==> src/rtl/cdb_arbiter.sv <==
// CDB arbiter: grants up to NUM_CDB of NUM_REQ early-tag-broadcast requesters per cycle,
// round-robin with escalation for requesters denied STARVE_LIMIT consecutive cycles.
module cdb_arbiter #(
    parameter int NUM_REQ      = 4,
    parameter int NUM_CDB      = 2,
    parameter int STARVE_LIMIT = 3
) (
    input  logic                               clock,
    input  logic                               reset_n,
    input  logic [NUM_REQ-1:0]                 req,
    input  logic                               flush,
    output logic [NUM_REQ-1:0]                 gnt,
    output logic [NUM_CDB-1:0]                 bcast_valid,
    output logic [NUM_CDB*$clog2(NUM_REQ)-1:0] bcast_sel,
    output logic [NUM_REQ-1:0]                 starving
);

    localparam int IW = $clog2(NUM_REQ);
    localparam int CW = $clog2(STARVE_LIMIT + 1);
    localparam int SW = $clog2(NUM_CDB + 1);
    localparam logic [CW-1:0] LIMIT = CW'(STARVE_LIMIT);

    logic [IW-1:0]         rr_ptr_q, rr_ptr_d;
    logic [CW-1:0]         wait_q [NUM_REQ];
    logic [CW-1:0]         wait_d [NUM_REQ];
    logic [NUM_CDB-1:0]    bv_q, bv_d;
    logic [NUM_CDB*IW-1:0] sel_q, sel_d;
    logic [NUM_REQ-1:0]    starv_q, starv_d;
    logic [NUM_REQ-1:0]    gnt_c;

    // Pass 0 admits only saturated requesters, pass 1 fills remaining ports; both
    // scan from rr_ptr so escalated requesters also rotate among themselves.
    always_comb begin
        logic [IW-1:0] idx;
        logic [SW-1:0] nsel;
        gnt_c    = '0;
        bv_d     = '0;
        sel_d    = '0;
        rr_ptr_d = rr_ptr_q;
        idx      = '0;
        nsel     = '0;
        if (reset_n && !flush) begin
            for (int unsigned pass = 0; pass < 2; pass++) begin
                for (int unsigned off = 0; off < NUM_REQ; off++) begin
                    idx = IW'((32'(rr_ptr_q) + off) % NUM_REQ);
                    if (req[idx] && !gnt_c[idx] && nsel < SW'(NUM_CDB) &&
                        (pass == 1 || wait_q[idx] == LIMIT)) begin
                        gnt_c[idx] = 1'b1;
                        for (int unsigned j = 0; j < NUM_CDB; j++) begin
                            if (nsel == SW'(j)) begin
                                bv_d[j]          = 1'b1;
                                sel_d[j*IW +: IW] = idx;
                            end
                        end
                        nsel     = nsel + 1'b1;
                        rr_ptr_d = (32'(idx) == NUM_REQ - 1) ? '0 : idx + 1'b1;
                    end
                end
            end
        end
    end

    always_comb begin
        for (int unsigned i = 0; i < NUM_REQ; i++) begin
            wait_d[i] = '0;
            if (!flush && req[i] && !gnt_c[i]) begin
                wait_d[i] = (wait_q[i] == LIMIT) ? LIMIT : wait_q[i] + 1'b1;
            end
            starv_d[i] = (wait_d[i] == LIMIT);
        end
    end

    always_ff @(posedge clock or negedge reset_n) begin
        if (!reset_n) begin
            rr_ptr_q <= '0;
            bv_q     <= '0;
            sel_q    <= '0;
            starv_q  <= '0;
            for (int unsigned i = 0; i < NUM_REQ; i++) begin
                wait_q[i] <= '0;
            end
        end else begin
            rr_ptr_q <= rr_ptr_d;
            bv_q     <= bv_d;
            sel_q    <= sel_d;
            starv_q  <= starv_d;
            for (int unsigned i = 0; i < NUM_REQ; i++) begin
                wait_q[i] <= wait_d[i];
            end
        end
    end

    assign gnt         = gnt_c;
    assign bcast_valid = bv_q;
    assign bcast_sel   = sel_q;
    assign starving    = starv_q;

endmodule
==> config.mk <==
export PLATFORM = sky130hd
export DESIGN_NAME = cdb_arbiter
export DESIGN_NICKNAME = d
export VERILOG_FILES = /design/src/rtl/cdb_arbiter.sv
export SDC_FILE = /design/constraint.sdc
export NUM_CORES = 1
export LEC_CHECK = 0
export BUFFER_PORTS_ARGS = -buffer_cell sky130_fd_sc_hd__clkbuf_2
export CORE_ASPECT_RATIO = 1.4
export CORE_UTILIZATION = 62
export DETAILED_ROUTE_END_ITERATION = 12
export PLACE_DENSITY = 0.91
export RECOVER_POWER = 50
export SLEW_MARGIN = 5
export SYNTH_ARGS = -nofsm -noshare
export SYNTH_HDL_FRONTEND = slang
export SYNTH_SLANG_ARGS = --single-unit
==> constraint.sdc <==
create_clock -name clock -period 10.7 [get_ports clock]
set_input_delay 1.07 -clock clock [delete_from_list [all_inputs] [get_ports clock]]
set_output_delay 1.07 -clock clock [all_outputs]
set_load 0.01 [all_outputs]
== Yosys cells after proc, flatten, opt, wreduce, memory -nomap -nowiden ==
Cells that the tools add are included.

* Latch bits: 0
* Register bits after elaboration: 20
* ROM bits: 0
* Memories kept: 0
* Bits of input ports: 7
* Memory bits (writable): 0
* Logic and storage cells: 276
* Output and inout bits: 14

* Reduce and logical (&&, ||, !) cells: 54
* Equality and inequality tests: 23
* Shift-type cells: 0
* Multipliers: 0
* Mux-type cells: 144
* Div/mod/pow operators: 0
* Add/sub/neg operators: 17
* Order comparisons: 19
* Bitwise logic cells: 11

{| class="wikitable"
|+ Operator list
! cell !! number
|-
| $mux 2 || 66
|-
| $mux 4 || 26
|-
| $eq 2x2->1 const B || 16
|-
| $logic_and 1x1->1 || 32
|-
| $mux 1 || 32
|-
| $add 2x1->2 const B || 15
|-
| $or 4x4->4 || 7
|-
| $bmux 1 s2 || 12
|-
| $bmux 2 s2 || 4
|-
| $eq 2x1->1 const B || 7
|-
| $logic_not 2->1 || 7
|-
| $lt 2x2->1 const B || 7
|-
| $logic_not 1->1 || 13
|-
| $ge 3x3->1 const B || 4
|-
| $lt 2x3->1 const B || 4
|-
| $not 2->3 || 4
|-
| $demux 1 s2 || 4
|-
| $ge 2x1->1 const B || 4
|-
| $reduce_bool 8->1 || 1
|-
| $add 2x2->2 const B || 2
|-
| $reduce_and 2->1 || 1
|}

== Longest topological paths before layout ==
Gate-level depths: netlist of run 1.

* Depth in word-level cells: 64
* Depth in mapped cells: 33
* Mapped depth without buffers: 27

== Least setup slack after synthesis of run 1 ==
Ideal clock, no wire load.

* Path type: register to output
* Start point: register rr_ptr_q[0]
* End point: output port gnt[2]
* Data arrival time: 7.086 ns
* Slack: 2.544 ns
* Cell stages (with the launch flop): 32
* Data required time: 9.630 ns
* Buffers on the path: 6
* Cell sequence: dfrtp_1 > buf_6 > inv_2 > clkbuf_1 > ha_1 > clkbuf_1 > inv_1 > mux4_2 > o22a_1 > ha_1 > nand4b_1 > a2111oi_1 > a22oi_1 > nand2_1 > xor2_1 > ha_1 > a211oi_1 > a221oi_2 > ha_1 > and3_1 > o21a_1 > buf_6 > and2_1 > buf_2 > buf_1 > a21oi_1 > ha_1 > and2_1 > inv_1 > a21boi_4 > a221o_1 > nor2b_1

* Word-level cells in the longest chain between the ends: 60
* Elaborated cells between the ends (all ways): 144
* Classes of those cells: 9 x add/sub; 15 x order compare; 4 x eq/ne; 74 x mux; 11 x bitwise; 31 x reduce/logical

{| class="wikitable"
|+ Ends and longest elaborated chain
! item !! RTL line !! source
|-
| start, declared || 23 || <nowiki>logic [IW-1:0] rr_ptr_q, rr_ptr_d;</nowiki>
|-
| start signal, assigned || 83 || <nowiki>rr_ptr_q <= rr_ptr_d;</nowiki>
|-
| $not 2->3 || - ||
|-
| $bmux 2 s2 || - ||
|-
| $mux 2 (2 in a row) || - ||
|-
| $eq 2x2->1 || - ||
|-
| $logic_and 1x1->1 || 46 || <nowiki>if (req[idx] && !gnt_c[idx] && nsel < SW'(NUM_CDB) &&</nowiki>
|-
| $mux 4 || 46 ||
|-
| $mux 4 || 42 || <nowiki>if (reset_n && !flush) begin</nowiki>
|-
| $bmux 1 s2 || 46 ||
|-
| [42 not listed] || - ||
|-
| $mux 4 || 46 ||
|-
| $mux 4 || 42 ||
|-
| $bmux 1 s2 || 46 ||
|-
| $mux 1 (not written as such) || 46 ||
|-
| $logic_not 1->1 || 46 ||
|-
| $logic_and 1x1->1 (2 in a row) || 46 ||
|-
| $mux 4 * || 46 ||
|-
| $mux 4 * || 42 ||
|-
| end, declared || 12 || <nowiki>output logic [NUM_REQ-1:0] gnt,</nowiki>
|}

Mark *: on every way between the ends. The rest lies on a longest branch, timed or not. The select of a mux whose other input is x is not followed.

== Worst setup path after layout of run 1 ==
Same ends and word-level chain as after synthesis.

==> metrics.txt, run 1 <==
crit end category primary output; IO Pins 21; Gate Count Post-Synth ~370; fin cells 434; starting density of the core 0.643; P&R area growth vs syn 3.26%; core area ~4500 µm²; H-tree depth reported by CTS 1; number of global-route vias before repair roughly 3,000; critical path type reg -> out; Avg Inst Size Synth around 7.9 µm²; Min-Delay Path Class reg -> reg; row cnt 29; hold-fix buffers at CTS 0; Post-synth EDFFs 0; Layout Nets approximately 400; IO Port Bufs 20; Die Height roughly 83 µm; unique cell type count in the Yosys netlist 76; Hold Vio Cnt, Final 0; buffer depth of the longest clock path 2; post-CTS setup buffers 0; vias 3,216; initial DRC count 457; Max-Cap Viols 0; Fmax achieved ~100 MHz; Detailed Route WL 8890 µm; Syn Nets 396; crit start category flop; RSZ-0062 raised after global routing no; CTS tree done; crit share post-route 0.926; DIE WIDTH approximately 60 µm; Die ar. 4980 µm²; min Tclk post-route just under 10 ns; detailed placer's ending HPWL between 6000 and 7000 µm; Post-CTS Resized 0; CTS clk-pin slew, worst paths about 0.070 ns; Post-synth ARST share 1.00; Slew Limit Fails 0; final setup vio count 0; Slew @ Worst Pin 1.44 ns; Vias/cell 7.41; TNS Setup 0 ns; clock skew approximately 0.0063 ns; All-Layer GR Usage 0.370; clk_lat worst skew ~0.26 ns; clock root buffer master clkbuf_8; largest net degree at the start of global routing 39; share of cells above drive strength 1 0.105; crit-path max FO 22; initial antenna violation count 0; #FFs+latches synth 20; Synth Warn # 0; first drt pass iteration count 5; antenna diode count 0; Worst Path Required 9.63 ns; GRT Residual Overflow 0; arrival time worst endpoint 8.83 ns; Cells after DPL about 430; Num CTS Buffers 3; Wirelength per Cell roughly 20 µm; predominant post-synthesis flop cell dfrtp_1; outcome completed; antenna-violating nets left 0; synthesized area 2920 µm²; register area share after synthesis 0.172; global-route wire length before repair 14,500 µm; Rel. slew slack 0.0431; GPL Wtd Cong between 1 and 1.5; # clock sinks 20; # DRC 0
[synth_stat cells, types with 5 or more instances]
cell / number / area share
and3_1: 5 / 0.011
mux2i_1: 10 / 0.034
and2_1: 5 / 0.011
inv_1: 21 / 0.027
a221o_1: 6 / 0.021
o211ai_1: 6 / 0.015
dfrtp_1: 20 / 0.17
a22oi_1: 5 / 0.013
o21ai_0: 23 / 0.039
buf_6: 6 / 0.023
a211oi_1: 6 / 0.015
nor2_1: 18 / 0.023
clkbuf_1: 11 / 0.014
a21o_1: 5 / 0.013
nand3_1: 16 / 0.027
a21oi_1: 37 / 0.064
nor2b_1: 9 / 0.019
nand2_1: 33 / 0.042
ha_1: 20 / 0.086
[layout make-up]
cell class	instances	area [µm²]
clock buffers	3	41.3
repair buffers	23	113
flip-flops and latches	20	500
fillers	355	1530
multi-input cells	302	2190
inverters	24	91.3
well taps	62	77.6
[registers in the layout (all words and copies together), names as in the netlist]
name         count
bcast_sel        4
wait_q           8
starving         4
rr_ptr_q         2
bcast_valid      2
[final timing paths]
check                             from      endpoint  slack, ns  cells after the start
hold reg to reg              wait_q[3]   starving[2]       0.63                      2
setup reg to reg           rr_ptr_q[0]  bcast_sel[3]       2.15                     25
max in group asynchronous      reset_n  bcast_sel[0]       8.72                      1
setup / recovery           rr_ptr_q[0]        gnt[2]       0.80                     26
hold / removal               wait_q[3]   starving[2]       0.63                      2
min in group asynchronous      reset_n   starving[0]       1.14                      1
[worst max-delay path: stages, from the launching register on]
cell       delay, ns
dfrtp_1         0.40
inv_2           0.37
ha_1            0.60
inv_1           0.31
mux4_2          0.62
o22a_1          0.31
ha_1            0.32
nand4b_1        0.21
a2111oi_1       0.62
a22oi_1         0.26
nand2_1         0.35
xor2_1          0.18
ha_1            0.31
a211oi_1        0.05
a221oi_2        0.47
ha_1            0.32
nand2b_1        0.15
o21ai_0         0.46
inv_1           0.14
ha_1            0.33
o21ai_0         0.10
a311oi_2        0.32
o221a_2         0.50
a21boi_4        0.20
a221o_1         0.37
nor2b_1         0.15
clkbuf_2        0.15
[cell families (layout without fill, tap and decap cells)]
group                      Yosys count  count (layout)  synth area share
AOI/OAI and AO/OA                  148             148             0.373
and+or+nand+nor                    113             113             0.202
buffers and inverters               47              50            0.0781
adders and majority gates           20              20            0.0858
DFF                                 20              20             0.172
muxes                               15              15            0.0652
xor gates and xnor gates             6               6            0.0245
[stage by stage]
stage                     hold slack (ns)   util  cell area (µm²)  setup slack (ns)
after floorplan                     0.534      -             2920              2.54
after global placement              0.583  0.657             2980              1.49
after detailed placement            0.598  0.657             2980              1.19
after CTS                           0.613  0.666             3020              1.03
after global routing                0.648  0.664             3010             0.248
final                               0.626  0.664             3010             0.797
[layer usage]
layer	routed length, µm	track usage	up-vias
met5	0	0	-
met4	635	0.256	0
li1	-	-	1422
met1	3250	0.467	1441
met3	893	0.0607	76
met2	4110	0.555	277
[placed cells by master, fill, tap and decap left out, drive strengths merged, types with 3 or more instances in the layout]
master	Yosys	layout
a22oi	5	5
a32oi	3	3
mux2i	10	10
a311oi	3	3
a21oi	37	37
nor2b	9	9
nand3	16	16
a21o	5	5
nand2	34	34
nand2b	4	4
and2	6	6
inv	23	23
mux4	3	3
a31oi	4	4
ha	20	20
clkbuf	11	23
nand4	3	3
nand4b	3	3
and3	5	5
a211oi	8	8
nor2	18	18
nand3b	3	3
o221ai	4	4
a31o	3	3
o211ai	6	6
a2111oi	5	5
a221o	6	6
xnor2	4	4
o21ai	26	26
dfrtp	20	20
buf	12	3
a221oi	4	4
Power of run 1 is not shown: default switching activity piles up to over one toggle a cycle in this logic, so the estimate is an artifact.
==> run 2: changes to the inputs <==
--- a/config.mk
+++ b/config.mk
@@ -7,9 +7,10 @@
 export LEC_CHECK = 0
 export BUFFER_PORTS_ARGS = -buffer_cell sky130_fd_sc_hd__clkbuf_2
 export CORE_ASPECT_RATIO = 1.4
-export CORE_UTILIZATION = 62
+export CORE_UTILIZATION = 65
+export CTS_BUF_LIST = sky130_fd_sc_hd__clkbuf_4 sky130_fd_sc_hd__clkbuf_8 sky130_fd_sc_hd__clkbuf_16
 export DETAILED_ROUTE_END_ITERATION = 12
-export PLACE_DENSITY = 0.91
+export PLACE_DENSITY = 0.94
 export RECOVER_POWER = 50
 export SLEW_MARGIN = 5
 export SYNTH_ARGS = -nofsm -noshare
==> constraint.sdc (replaced) <==
create_clock -name clock -period 12.35 [get_ports clock]
set_input_delay 1.235 -clock clock [delete_from_list [all_inputs] [get_ports clock]]
set_output_delay 1.235 -clock clock [all_outputs]
set_load 0.01 [all_outputs]
==> metrics.txt, run 2 (synthesized netlist as in run 1, its figures left out) <==
number of flip-flops in the largest register 8; min Tclk post-route approximately 11 ns; crit share post-route 0.888; starting density of the core 0.682; GPL Wtd Cong about 1; crit end category primary output; detailed placer's ending HPWL between 6000 and 7000 µm; clk_lat worst skew 0.25 ns; most frequent cells in the layout 37 x a21oi_1, 33 x nand2_1, 23 x o21ai_0, 21 x inv_1; RSZ-0062 raised after global routing no; slowest stage delay, CP between 0.9 and 1 ns; Die ar. roughly 4800 µm²; antenna-violating nets left 0; IO Pins 21; Max-Cap Viols 0; DIE WIDTH 58.6 µm; Fmax achieved between 90 and 100 MHz; CTS tree done; Fill cells roughly 390; IO Port Bufs 20; Vias/cell between 7 and 8; Min-Delay Path Class reg -> reg; Slew @ Worst Pin 1.39 ns; CTS clk-pin slew, worst paths ~0.070 ns; Die Height 81.2 µm; pre-CTS WS between 2 and 2.5 ns; Biggest register wait_q; Wirelength per Cell roughly 21 µm; core area between 4000 and 5000 µm²; initial DRC count 280; worst setup margin 1.39 ns; number of global-route vias before repair 2,927; TNS Setup 0 ns; P&R area growth vs syn 3.13%; Cells after DPL 427; CP max-delay cell dfrtp_1; # DRC 0; Hold Vio Cnt, Final 0; post-CTS setup buffers 0; arrival time worst endpoint around 9.7 ns; row cnt 28; Num CTS Buffers 3; antenna diode count 0; clock root buffer master clkbuf_8; final setup vio count 0; Rel. slew slack 0.0754; All-Layer GR Usage 0.409; Most common cell on crit path ha_1; Detailed Route WL between 9000 and 10,000 µm; Worst Path Required between 10 and 15 ns; crit-path max FO 28; Post-CTS Resized 0; first drt pass iteration count 4; vias ~3,100; Post-Route Utilization 0.703; commonest non-fill, non-tap cell in the layout a21oi_1; H-tree depth reported by CTS 1; crit start category flop; fin cells 431; GRT Residual Overflow 0; share of cells above drive strength 1 0.102; Layout Nets approximately 400; critical path type reg -> out; global-route wire length before repair around 15,000 µm; initial antenna violation count 0; hold-fix buffers at CTS 0; clock skew 0.000918 ns; buffer depth of the longest clock path 2; # clock sinks 20; Slew Limit Fails 0; outcome completed; largest net degree at the start of global routing 40
==> run 2: per-layer routing <==
metal / global-route usage / up-vias / part of all wire
li1: - / 1423 / -
met1: 0.485 / 1440 / 0.37
met2: 0.671 / 213 / 0.48
met3: 0.0621 / 55 / 0.093
met4: 0.276 / 0 / 0.063
met5: 0 / - / 0
==> run 2: path summary, 6_finish.rpt <==
path                        startpoint        endpoint  slack (ns)  cells after the start
max                        rr_ptr_q[1]          gnt[2]        1.39                     25
min                          wait_q[5]     starving[1]        0.61                      2
max reg2reg                rr_ptr_q[1]       wait_q[2]        2.90                     24
min reg2reg                  wait_q[5]     starving[1]        0.61                      2
max in group asynchronous      reset_n  bcast_valid[0]       10.25                      1
min in group asynchronous      reset_n       wait_q[6]        1.29                      1
==> run 2: area by class of cell <==
cell class | instances | area, µm² | share of cell area
Clock buffer | 4 | 55.1 | 0.0183
Inverter | 24 | 91.3 | 0.0304
Multi-Input combinational cell | 302 | 2190 | 0.727
Sequential cell | 20 | 500 | 0.166
Tap cell | 60 | 75.1 | 0.0250
Timing Repair Buffer | 21 | 97.6 | 0.0325
==> run 2: critical path: cells and delay by family, from the launching register on <==
family	cells	cell delay, ns
DFF	1	0.97
adders and majority gates	4	1.83
xor gates and xnor gates	2	0.53
buffers and inverters	3	0.92
and+or+nand+nor	4	0.85
muxes	1	0.44
AOI/OAI and AO/OA	11	3.89
==> run 2: through the flow <==
stage | area, µm² | hold slack, ns
final | 3010 | 0.610
after global routing | 3010 | 0.649
after CTS | 3020 | 0.603
after detailed placement | 2960 | 0.587
after global placement | 2960 | 0.581
after floorplan | 2920 | 0.534
Power of run 2 is left out for the same reason.
==> run 3: changes to the inputs <==
==> constraint.sdc (replaced) <==
create_clock -name clock -period 13.9 [get_ports clock]
set_input_delay 1.39 -clock clock [delete_from_list [all_inputs] [get_ports clock]]
set_output_delay 1.39 -clock clock [all_outputs]
set_load 0.01 [all_outputs]
==> metrics.txt, run 3 (synthesized netlist as in run 1, its figures left out) <==
CP max-delay cell ha_1; slowest stage delay, CP roughly 0.8 ns; Most common cell on crit path ha_1; most frequent cells in the layout 37 x a21oi_1, 33 x nand2_1, 23 x o21ai_0, 21 x inv_1; min Tclk post-route 10.74 ns; arrival time worst endpoint just over 9 ns; initial DRC count 316; first drt pass iteration count 5; crit-path max FO 39; CTS clk-pin slew, worst paths 0.07 ns; row cnt 28; post-CTS setup buffers 0; Min-Delay Path Class reg -> reg; crit end category primary output; vias 3,193; clk_lat worst skew ~0.25 ns; RSZ-0062 raised after global routing no; number of flip-flops in the largest register 8; Hold Vio Cnt, Final 0; clock skew 0.00446 ns; Die ar. around 4800 µm²; clock root buffer master clkbuf_8; critical path type reg -> out; antenna diode count 0; Biggest register wait_q; IO Pins 21; antenna-violating nets left 0; # clock sinks 20; All-Layer GR Usage 0.424; buffer depth of the longest clock path 2; core area 4270 µm²; DIE WIDTH 58.6 µm; Vias/cell around 7.4; outcome completed; IO Port Bufs 20; Fill cells 386; Max-Cap Viols 0; # DRC 0; Rel. slew slack 0.0619; crit share post-route 0.773; commonest non-fill, non-tap cell in the layout a21oi_1; final setup vio count 0; Wirelength per Cell between 20 and 25 µm; Post-CTS Resized 0; GPL Wtd Cong ~1.1; share of cells above drive strength 1 0.105; P&R area growth vs syn 3.39%; initial antenna violation count 0; Slew @ Worst Pin around 1.4 ns; detailed placer's ending HPWL between 7000 and 8000 µm; largest net degree at the start of global routing 40; GRT Residual Overflow 0; CTS tree done; H-tree depth reported by CTS 1; starting density of the core 0.682; TNS Setup 0 ns; Detailed Route WL 9570 µm; number of global-route vias before repair ~3,000; Worst Path Required around 13 ns; Layout Nets 400; Die Height slightly above 80 µm; Slew Limit Fails 0; hold-fix buffers at CTS 0; crit start category flop; global-route wire length before repair ~15,000 µm; Num CTS Buffers 3; Fmax achieved approximately 93 MHz
==> run 3: layout make-up <==
type                       count  area [µm²]  area share
timing repair buffer          22         105      0.0349
multi-input combinational    302        2190       0.726
inverter                      24        91.3      0.0303
clock buffer                   4        55.1      0.0183
tap                           60        75.1      0.0249
sequential                    20         500       0.166
==> run 3: worst paths after layout <==
path | startpoint | to | slack, ns | cells after the start
max reg2reg | rr_ptr_q[0] | bcast_sel[3] | 4.84 | 25
max | rr_ptr_q[0] | gnt[2] | 3.16 | 26
min in group asynchronous | reset_n | wait_q[7] | 1.45 | 1
min reg2reg | wait_q[3] | starving[2] | 0.60 | 2
min | wait_q[3] | starving[2] | 0.60 | 2
max in group asynchronous | reset_n | bcast_sel[1] | 11.62 | 1
==> run 3: per-layer routing <==
metal,up-vias,part of all wire,GRT usage
met5,-,0,0
met4,0,0.075,0.302
met3,63,0.082,0.0334
met2,235,0.48,0.722
met1,1467,0.37,0.492
li1,1428,-,-
==> run 3: worst max-delay path, delay by kind of cell (launching register included) <==
kind                     cells  cell delay (ns)
AND/OR/NAND/NOR              4             0.86
AO/OA/AOI/OAI               11             3.86
multiplexers                 1             0.43
XOR/XNOR                     2             0.55
adder cells (fa/ha/maj)      4             1.82
buffers and inverters        4             1.22
flip-flops                   1             0.32
==> run 3: per-stage QoR <==
stage | hold slack, ns | instance area, µm² | utilization | instances | setup WS (ns)
2_1_floorplan | 0.534 | 2920 | - | 369 | 5.36
3_3_place_gp | 0.566 | 2970 | 0.695 | 428 | 3.82
3_5_place_dp | 0.575 | 2970 | 0.695 | 428 | 3.59
4_1_cts | 0.589 | 3020 | 0.708 | 432 | 3.32
5_1_grt | 0.624 | 3010 | 0.705 | 432 | 2.54
6_report | 0.598 | 3010 | 0.705 | 432 | 3.16
Power of run 3 is left out for the same reason.
